===== src/rtl/noc_mmr_bank.sv =====
// noc_mmr_bank: memory-mapped register bank that launches load-NoC requests.
//
// Each channel occupies 8 words starting at BASE_ADDR + 32*ch:
//   words 0..ARG_REGS-1 : argument registers (R/W); the last one is the doorbell
//   word 6              : RESULT (RO)
//   word 7              : STATUS (RO; bit0 busy, bit1 done, bit2 err; read-to-clear err/done)
//
// Ports
//   clk, rst_n                         clock, async active-low reset
//   mmr_we/mmr_re/mmr_location/
//   mmr_wdata                          register access from writeback (we wins over re)
//   mmr_rdata/mmr_hit                  registered read data / in-bank flag of last access
//   noc_req_valid/ready/ch/data        request to the NoC, arg0 in the data LSBs
//   noc_rsp_valid/ch/data              response from the NoC

// Per-channel state: argument/result registers, error flag and the
// IDLE -> PEND -> WAIT -> DONE request lifecycle.
module noc_mmr_ch #(
  parameter int DATA_W   = 32,
  parameter int ARG_REGS = 4
) (
  input  logic                             clk,
  input  logic                             rst_n,
  input  logic                             wr_en,     // ARG write addressed here
  input  logic [2:0]                       wr_word,
  input  logic [DATA_W-1:0]                wr_data,
  input  logic                             st_rd,     // STATUS read addressed here
  input  logic                             grant,     // request handshake for this channel
  input  logic                             rsp_en,    // response addressed here
  input  logic [DATA_W-1:0]                rsp_data,
  output logic [ARG_REGS-1:0][DATA_W-1:0]  args,
  output logic [ARG_REGS-1:0][DATA_W-1:0]  args_nxt,  // args including this cycle's write
  output logic [DATA_W-1:0]                result,
  output logic [2:0]                       status,
  output logic                             pend,
  output logic                             db_acc     // doorbell accepted this cycle
);
  typedef enum logic [1:0] {IDLE, PEND, WAIT, DONE} state_t;

  state_t st, st_nxt;
  logic   err;
  logic   open;
  logic   wr_ok;

  // Arguments are only writable while no request is in flight.
  assign open   = (st == IDLE) || (st == DONE);
  assign wr_ok  = wr_en && open;
  assign db_acc = wr_ok && (wr_word == 3'(ARG_REGS - 1));
  assign pend   = (st == PEND);
  assign status = {err, st == DONE, (st == PEND) || (st == WAIT)};

  always_comb begin
    args_nxt = args;
    for (int k = 0; k < ARG_REGS; k++)
      if (wr_ok && wr_word == 3'(k)) args_nxt[k] = wr_data;
  end

  always_comb begin
    st_nxt = st;
    case (st)
      IDLE: if (db_acc) st_nxt = PEND;
      PEND: if (grant) st_nxt = WAIT;
      WAIT: if (rsp_en) st_nxt = DONE;
      DONE: begin
        // Touching the channel (new args or a STATUS read) retires the result.
        if (db_acc)              st_nxt = PEND;
        else if (wr_ok || st_rd) st_nxt = IDLE;
      end
      default: st_nxt = IDLE;
    endcase
  end

  always_ff @(posedge clk or negedge rst_n) begin
    if (!rst_n) begin
      st     <= IDLE;
      err    <= 1'b0;
      args   <= '0;
      result <= '0;
    end else begin
      st   <= st_nxt;
      args <= args_nxt;
      if (rsp_en && st == WAIT) result <= rsp_data;
      // A new error event in the same cycle as the clearing read is kept.
      err <= (wr_en && !open) || (rsp_en && st != WAIT) || (err && !st_rd);
    end
  end
endmodule

module noc_mmr_bank #(
  parameter int          DATA_W    = 32,
  parameter int          NUM_CH    = 2,
  parameter int          ARG_REGS  = 4,
  parameter logic [31:0] BASE_ADDR = 32'h4000,
  localparam int         CH_W      = (NUM_CH > 1) ? $clog2(NUM_CH) : 1
) (
  input  logic                       clk,
  input  logic                       rst_n,
  input  logic                       mmr_we,
  input  logic                       mmr_re,
  input  logic [31:0]                mmr_location,
  input  logic [DATA_W-1:0]          mmr_wdata,
  output logic [DATA_W-1:0]          mmr_rdata,
  output logic                       mmr_hit,
  output logic                       noc_req_valid,
  input  logic                       noc_req_ready,
  output logic [CH_W-1:0]            noc_req_ch,
  output logic [ARG_REGS*DATA_W-1:0] noc_req_data,
  input  logic                       noc_rsp_valid,
  input  logic [CH_W-1:0]            noc_rsp_ch,
  input  logic [DATA_W-1:0]          noc_rsp_data
);
  // Address decode; addresses below the base wrap to large offsets and miss.
  logic [31:0]     off;
  logic            in_rng;
  logic [CH_W-1:0] a_ch;
  logic [2:0]      a_word;

  assign off    = mmr_location - BASE_ADDR;
  assign in_rng = (off < 32'(NUM_CH * 32)) && (off[1:0] == 2'b00);
  assign a_ch   = off[5 +: CH_W];
  assign a_word = off[4:2];

  logic [ARG_REGS-1:0][DATA_W-1:0] ch_args [NUM_CH];
  logic [ARG_REGS-1:0][DATA_W-1:0] ch_nxt  [NUM_CH];
  logic [DATA_W-1:0]               ch_res  [NUM_CH];
  logic [2:0]                      ch_stat [NUM_CH];
  logic [NUM_CH-1:0]               pend;
  logic [NUM_CH-1:0]               db_acc;
  logic                            hs;

  assign hs = noc_req_valid && noc_req_ready;

  for (genvar c = 0; c < NUM_CH; c++) begin : g_ch
    logic sel_c;
    assign sel_c = in_rng && (a_ch == CH_W'(c));

    noc_mmr_ch #(.DATA_W(DATA_W), .ARG_REGS(ARG_REGS)) u_ch (
      .clk      (clk),
      .rst_n    (rst_n),
      .wr_en    (mmr_we && sel_c && (a_word < 3'(ARG_REGS))),
      .wr_word  (a_word),
      .wr_data  (mmr_wdata),
      .st_rd    (mmr_re && !mmr_we && sel_c && (a_word == 3'd7)),
      .grant    (hs && (noc_req_ch == CH_W'(c))),
      .rsp_en   (noc_rsp_valid && (noc_rsp_ch == CH_W'(c))),
      .rsp_data (noc_rsp_data),
      .args     (ch_args[c]),
      .args_nxt (ch_nxt[c]),
      .result   (ch_res[c]),
      .status   (ch_stat[c]),
      .pend     (pend[c]),
      .db_acc   (db_acc[c])
    );
  end

  // Read mux
  logic [DATA_W-1:0] rd_val;

  always_comb begin
    rd_val = '0;
    for (int c = 0; c < NUM_CH; c++) begin
      if (a_ch == CH_W'(c)) begin
        for (int k = 0; k < ARG_REGS; k++)
          if (a_word == 3'(k)) rd_val = ch_args[c][k];
        if (a_word == 3'd6) rd_val = ch_res[c];
        if (a_word == 3'd7) rd_val = DATA_W'(ch_stat[c]);
      end
    end
  end

  // Round-robin arbiter. Eligible channels include a doorbell landing this
  // cycle (so valid rises the cycle after the doorbell) and exclude the channel
  // being accepted right now (so a new grant can follow back-to-back).
  logic [CH_W-1:0]                 ptr, ptr_hs, base, sel;
  logic                            found;
  logic [ARG_REGS-1:0][DATA_W-1:0] sel_data;

  always_comb begin
    ptr_hs   = (noc_req_ch == CH_W'(NUM_CH - 1)) ? '0 : noc_req_ch + 1'b1;
    base     = hs ? ptr_hs : ptr;
    found    = 1'b0;
    sel      = '0;
    sel_data = '0;
    for (int i = 0; i < NUM_CH; i++) begin
      for (int c = 0; c < NUM_CH; c++) begin
        if (!found && c == (int'(base) + i) % NUM_CH && (pend[c] || db_acc[c]) &&
            !(hs && noc_req_ch == CH_W'(c))) begin
          found    = 1'b1;
          sel      = CH_W'(c);
          sel_data = ch_nxt[c];
        end
      end
    end
  end

  always_ff @(posedge clk or negedge rst_n) begin
    if (!rst_n) begin
      noc_req_valid <= 1'b0;
      noc_req_ch    <= '0;
      noc_req_data  <= '0;
      ptr           <= '0;
      mmr_rdata     <= '0;
      mmr_hit       <= 1'b0;
    end else begin
      // Request payload is frozen while valid waits for ready.
      if (!noc_req_valid || noc_req_ready) begin
        noc_req_valid <= found;
        if (found) begin
          noc_req_ch   <= sel;
          noc_req_data <= sel_data;
        end
      end
      if (hs) ptr <= ptr_hs;
      if (mmr_we) begin
        mmr_hit <= in_rng;
      end else if (mmr_re) begin
        mmr_hit   <= in_rng;
        mmr_rdata <= in_rng ? rd_val : '0;
      end
    end
  end
endmodule


===== config.mk =====
export PLATFORM = sky130hd
export DESIGN_NAME = noc_mmr_bank
export DESIGN_NICKNAME = d
export VERILOG_FILES = /design/src/rtl/noc_mmr_bank.sv
export SDC_FILE = /design/constraint.sdc
export NUM_CORES = 1
export LEC_CHECK = 0
export CAP_MARGIN = 0
export CELL_PAD_IN_SITES_DETAIL_PLACEMENT = 1
export CELL_PAD_IN_SITES_GLOBAL_PLACEMENT = 2
export CORE_ASPECT_RATIO = 0.75
export CORE_MARGIN = 2
export CORE_UTILIZATION = 37
export DETAILED_ROUTE_END_ITERATION = 10
export GPL_TIMING_DRIVEN = 0
export PLACE_DENSITY = 0.84
export SLEW_MARGIN = 20
export SYNTH_ARGS = -nofsm -noshare
export SYNTH_HDL_FRONTEND = slang
export SYNTH_HIERARCHICAL = 1
export SYNTH_SLANG_ARGS = --single-unit

===== constraint.sdc =====
create_clock -name clk -period 3.6 [get_ports clk]
set_input_delay 0.54 -clock clk [delete_from_list [all_inputs] [get_ports clk]]
set_output_delay 0.54 -clock clk [all_outputs]
set_load 0.02 [all_outputs]

==> impl_metrics.env <==
export IMPL_drive_gt1_share_pct=20.0
export IMPL_final_nets=2565
export IMPL_wl_um=96200
export IMPL_yosysTopAreaCellShare_pct=53.8
export IMPL_setup_ws_ps=94.6
export IMPL_worstPathArrival_ps=3970
export IMPL_hold_viol=0
export IMPL_ctsRootBufferMaster="clkbuf_16"
export IMPL_pre_cts_ws_ps=-2250
export IMPL_critPathRequiredTime_ps=4060
export IMPL_cts_clk_slew_worst_paths_ps=60
export IMPL_place_inst=3181
export IMPL_synth_seq_cells=490
export IMPL_drc=0
export IMPL_setup_viol=0
export IMPL_period_share_pct=97.4
export IMPL_gp_congestion=0.901
export IMPL_dieArea_sq_um=63600
export IMPL_final_cells=3298
export IMPL_cts_max_path_buffers=3
export IMPL_clock_sinks=490
export IMPL_cts_tree="done"
export IMPL_post_drt_wl_per_cell_um=29.2
export IMPL_die_x_um=291
export IMPL_clock_skew_final_ps=19.2
export IMPL_num_rows=78
export IMPL_cp_startpoint="mmr_location[5]"
export IMPL_grt_max_degree=96
export IMPL_nFillCells=6543
export IMPL_synthFlopType="dfrtp_1"
export IMPL_syn_avg_cell_area_sq_um=10.8
export IMPL_ys_seq_area_share_pct=53.8
export IMPL_ant_nets=0
export IMPL_io_buffers=265
export IMPL_syn_inst=2110
export IMPL_yosysWarnings=6
export IMPL_io_pins=266
export IMPL_start_kind="input port"
export IMPL_viasPerCell=5.82
export IMPL_min_from="mmr_rdata[17]"
export IMPL_rsz0062_at_grt="no"
export IMPL_initial_core_util_pct=37.5
export IMPL_dr_first_iter_drc_count=1911
export IMPL_grt_usage_pct=29.9
export IMPL_worst_slew_pin_slew_ps=1210
export IMPL_grt_pass1_wl_um=140000
export IMPL_synth_nets=2221
export IMPL_dp_hpwl_um=68600
export IMPL_hold_slack_ps=485
export IMPL_clock_latency_ps=600
export IMPL_antenna_found_initial=10
export IMPL_p_per_area_nw_per_um2=755
export IMPL_yosys_top_cells_area="dfrtp_1 54%, mux2_2 8.4%, nand2_1 6.0%"
export IMPL_status="finished clean"
export IMPL_post_route_util_pct=48.1
export IMPL_die_h_um=219
export IMPL_grt_pass1_vias=20388
export IMPL_r2r_start="g_ch[1].u_ch/st[0]"
export IMPL_synth_top_area_cell="dfrtp_1"
export IMPL_ir_drop_v=0.000393
export IMPL_cp_end_kind="flip-flop"
export IMPL_vias=19210
export IMPL_fin_crit_ps=3510
export IMPL_areaGrowthSynthToFinish_pct=28.0
export IMPL_p_leak_nw=13.1
export IMPL_first_pass_iters=5
export IMPL_synth_most_common_cell="dfrtp_1"
export IMPL_worstSetupPathType="input port to flip-flop"
export IMPL_synthArstFlopShare_pct=100
export IMPL_maxCapViolCount=0
export IMPL_synth_edf_count=0
export IMPL_synth_cell_area_sq_um=22800
export IMPL_cts_htree_levels=2
export IMPL_slew_headroom_pct=19.3
export IMPL_coreArea_sq_um=60700
export IMPL_report_final_slew_viol_count=0
export IMPL_min_path_type="flip-flop to flip-flop"
export IMPL_critical_path_max_fanout=10
export IMPL_synth_cell_type_count=54
export IMPL_cts_made_buffers=52
export IMPL_max_freq_mhz=285
export IMPL_synth_common_cells="490 x dfrtp_1, 366 x nand2_1, 171 x mux2_2"
export IMPL_grt_ovfl_total=0
routing by layer:
layer | share of wire [%] | up-vias | global-route usage, %
li1 | - | 8128 | -
met1 | 45 | 10018 | 43.0
met2 | 43 | 880 | 44.5
met3 | 9.1 | 172 | 6.64
met4 | 3.0 | 12 | 10.4
met5 | 0.12 | - | 0
through the flow:
stage / TNS (ps) / total power, W / instance area [sq um]
global placement: - / 0.0152 / 26400
floorplan: 0 / 0.0113 / 22800
finish: 0 / 0.0220 / 29200
CTS: 0 / 0.0218 / 29000
detailed placement: -290740 / 0.0154 / 26600
global route: 0 / 0.0228 / 29200
worst paths after layout:
path	endpoint	slack [ps]	cells past startpoint
setup reg to reg	noc_req_data[126]	770	11
min in group asynchronous	g_ch[1].u_ch/result[5]	570	3
max in group asynchronous	g_ch[1].u_ch/args[21]	1640	5
hold reg to reg	mmr_rdata[17]	480	2
hold / removal	mmr_rdata[17]	480	2
setup / recovery	noc_req_data[15]	90	13
kinds of logic (layout without fill, tap and decap cells):
logic type	Yosys count	in the layout	share of synthesized area (%)
mux	380	380	19.5
xor+xnor	1	1	0.0384
compound gates	364	364	9.45
simple gates	689	689	13.0
buf+inv	178	561	3.84
fa+ha+maj	8	8	0.439
flops	490	490	53.8
other cells	0	5	0
where the power goes:
group / internal [W] / switching (W)
Sequential: 0.00671 / 0.00100
Combinational: 0.00356 / 0.00504
Clock: 0.00338 / 0.00234
Total: 0.0136 / 0.00837
state kept, by name (all words and copies together) (netlist names):
register	cells
ptr	1
g_ch.u_ch/st	4
noc_req_valid	1
noc_req_ch	1
g_ch.u_ch/err	2
mmr_rdata	32
g_ch.u_ch/args	256
mmr_hit	1
g_ch.u_ch/result	64
noc_req_data	128
placed cells by master, fill, tap and decap left out, types with 23 or more instances in the layout:
| master | netlist | routed |
|---|---|---|
| mux2i_1 | 109 | 109 |
| clkbuf_4 | 0 | 24 |
| a31oi_1 | 154 | 154 |
| buf_4 | 10 | 35 |
| clkbuf_1 | 77 | 39 |
| buf_2 | 50 | 28 |
| o21ai_0 | 90 | 89 |
| clkbuf_16 | 0 | 56 |
| a21oi_1 | 63 | 63 |
| nand2_1 | 366 | 366 |
| mux2_2 | 171 | 171 |
| o22ai_1 | 27 | 26 |
| nand3_1 | 134 | 133 |
| clkdlybuf4s50_1 | 0 | 263 |
| mux2_1 | 34 | 34 |
| buf_6 | 14 | 23 |
| dfrtp_1 | 490 | 490 |
| nor2_1 | 136 | 136 |
| mux2_4 | 60 | 60 |
layout make-up:
cell class	count	area (sq um)	area share, %
inverters	17	88.8	0.304
clock inverters	18	244	0.836
repair buffers	293	3040	10.4
clock buffers	75	1540	5.27
diodes	5	12.5	0.0429
flip-flops and latches	490	12300	42.0
well taps	800	1000	3.43
plain buffers	158	1260	4.32
multi-input cells	1442	9740	33.4
what timing repair did:
item,in CTS,in global routing
pin swaps,3,6
endpoints found under the hold margin,46,0
buffers inserted,7,12
hold buffers,1,0
resized for setup,164,34
endpoints found under the setup margin,131,137
cloned,0,2
critical path, cell delays in order:
cell and delay (ps):
clkdlybuf4s50_1 550, buf_2 300, clkbuf_1 340, nor4_2 430, nor2b_4 280, buf_4 140
buf_4 140, nand2_1 90, nor2_4 270, buf_4 330, mux2_2 380, nand2_1 70
a31oi_1 90
Power figures use the tool's default switching activity.
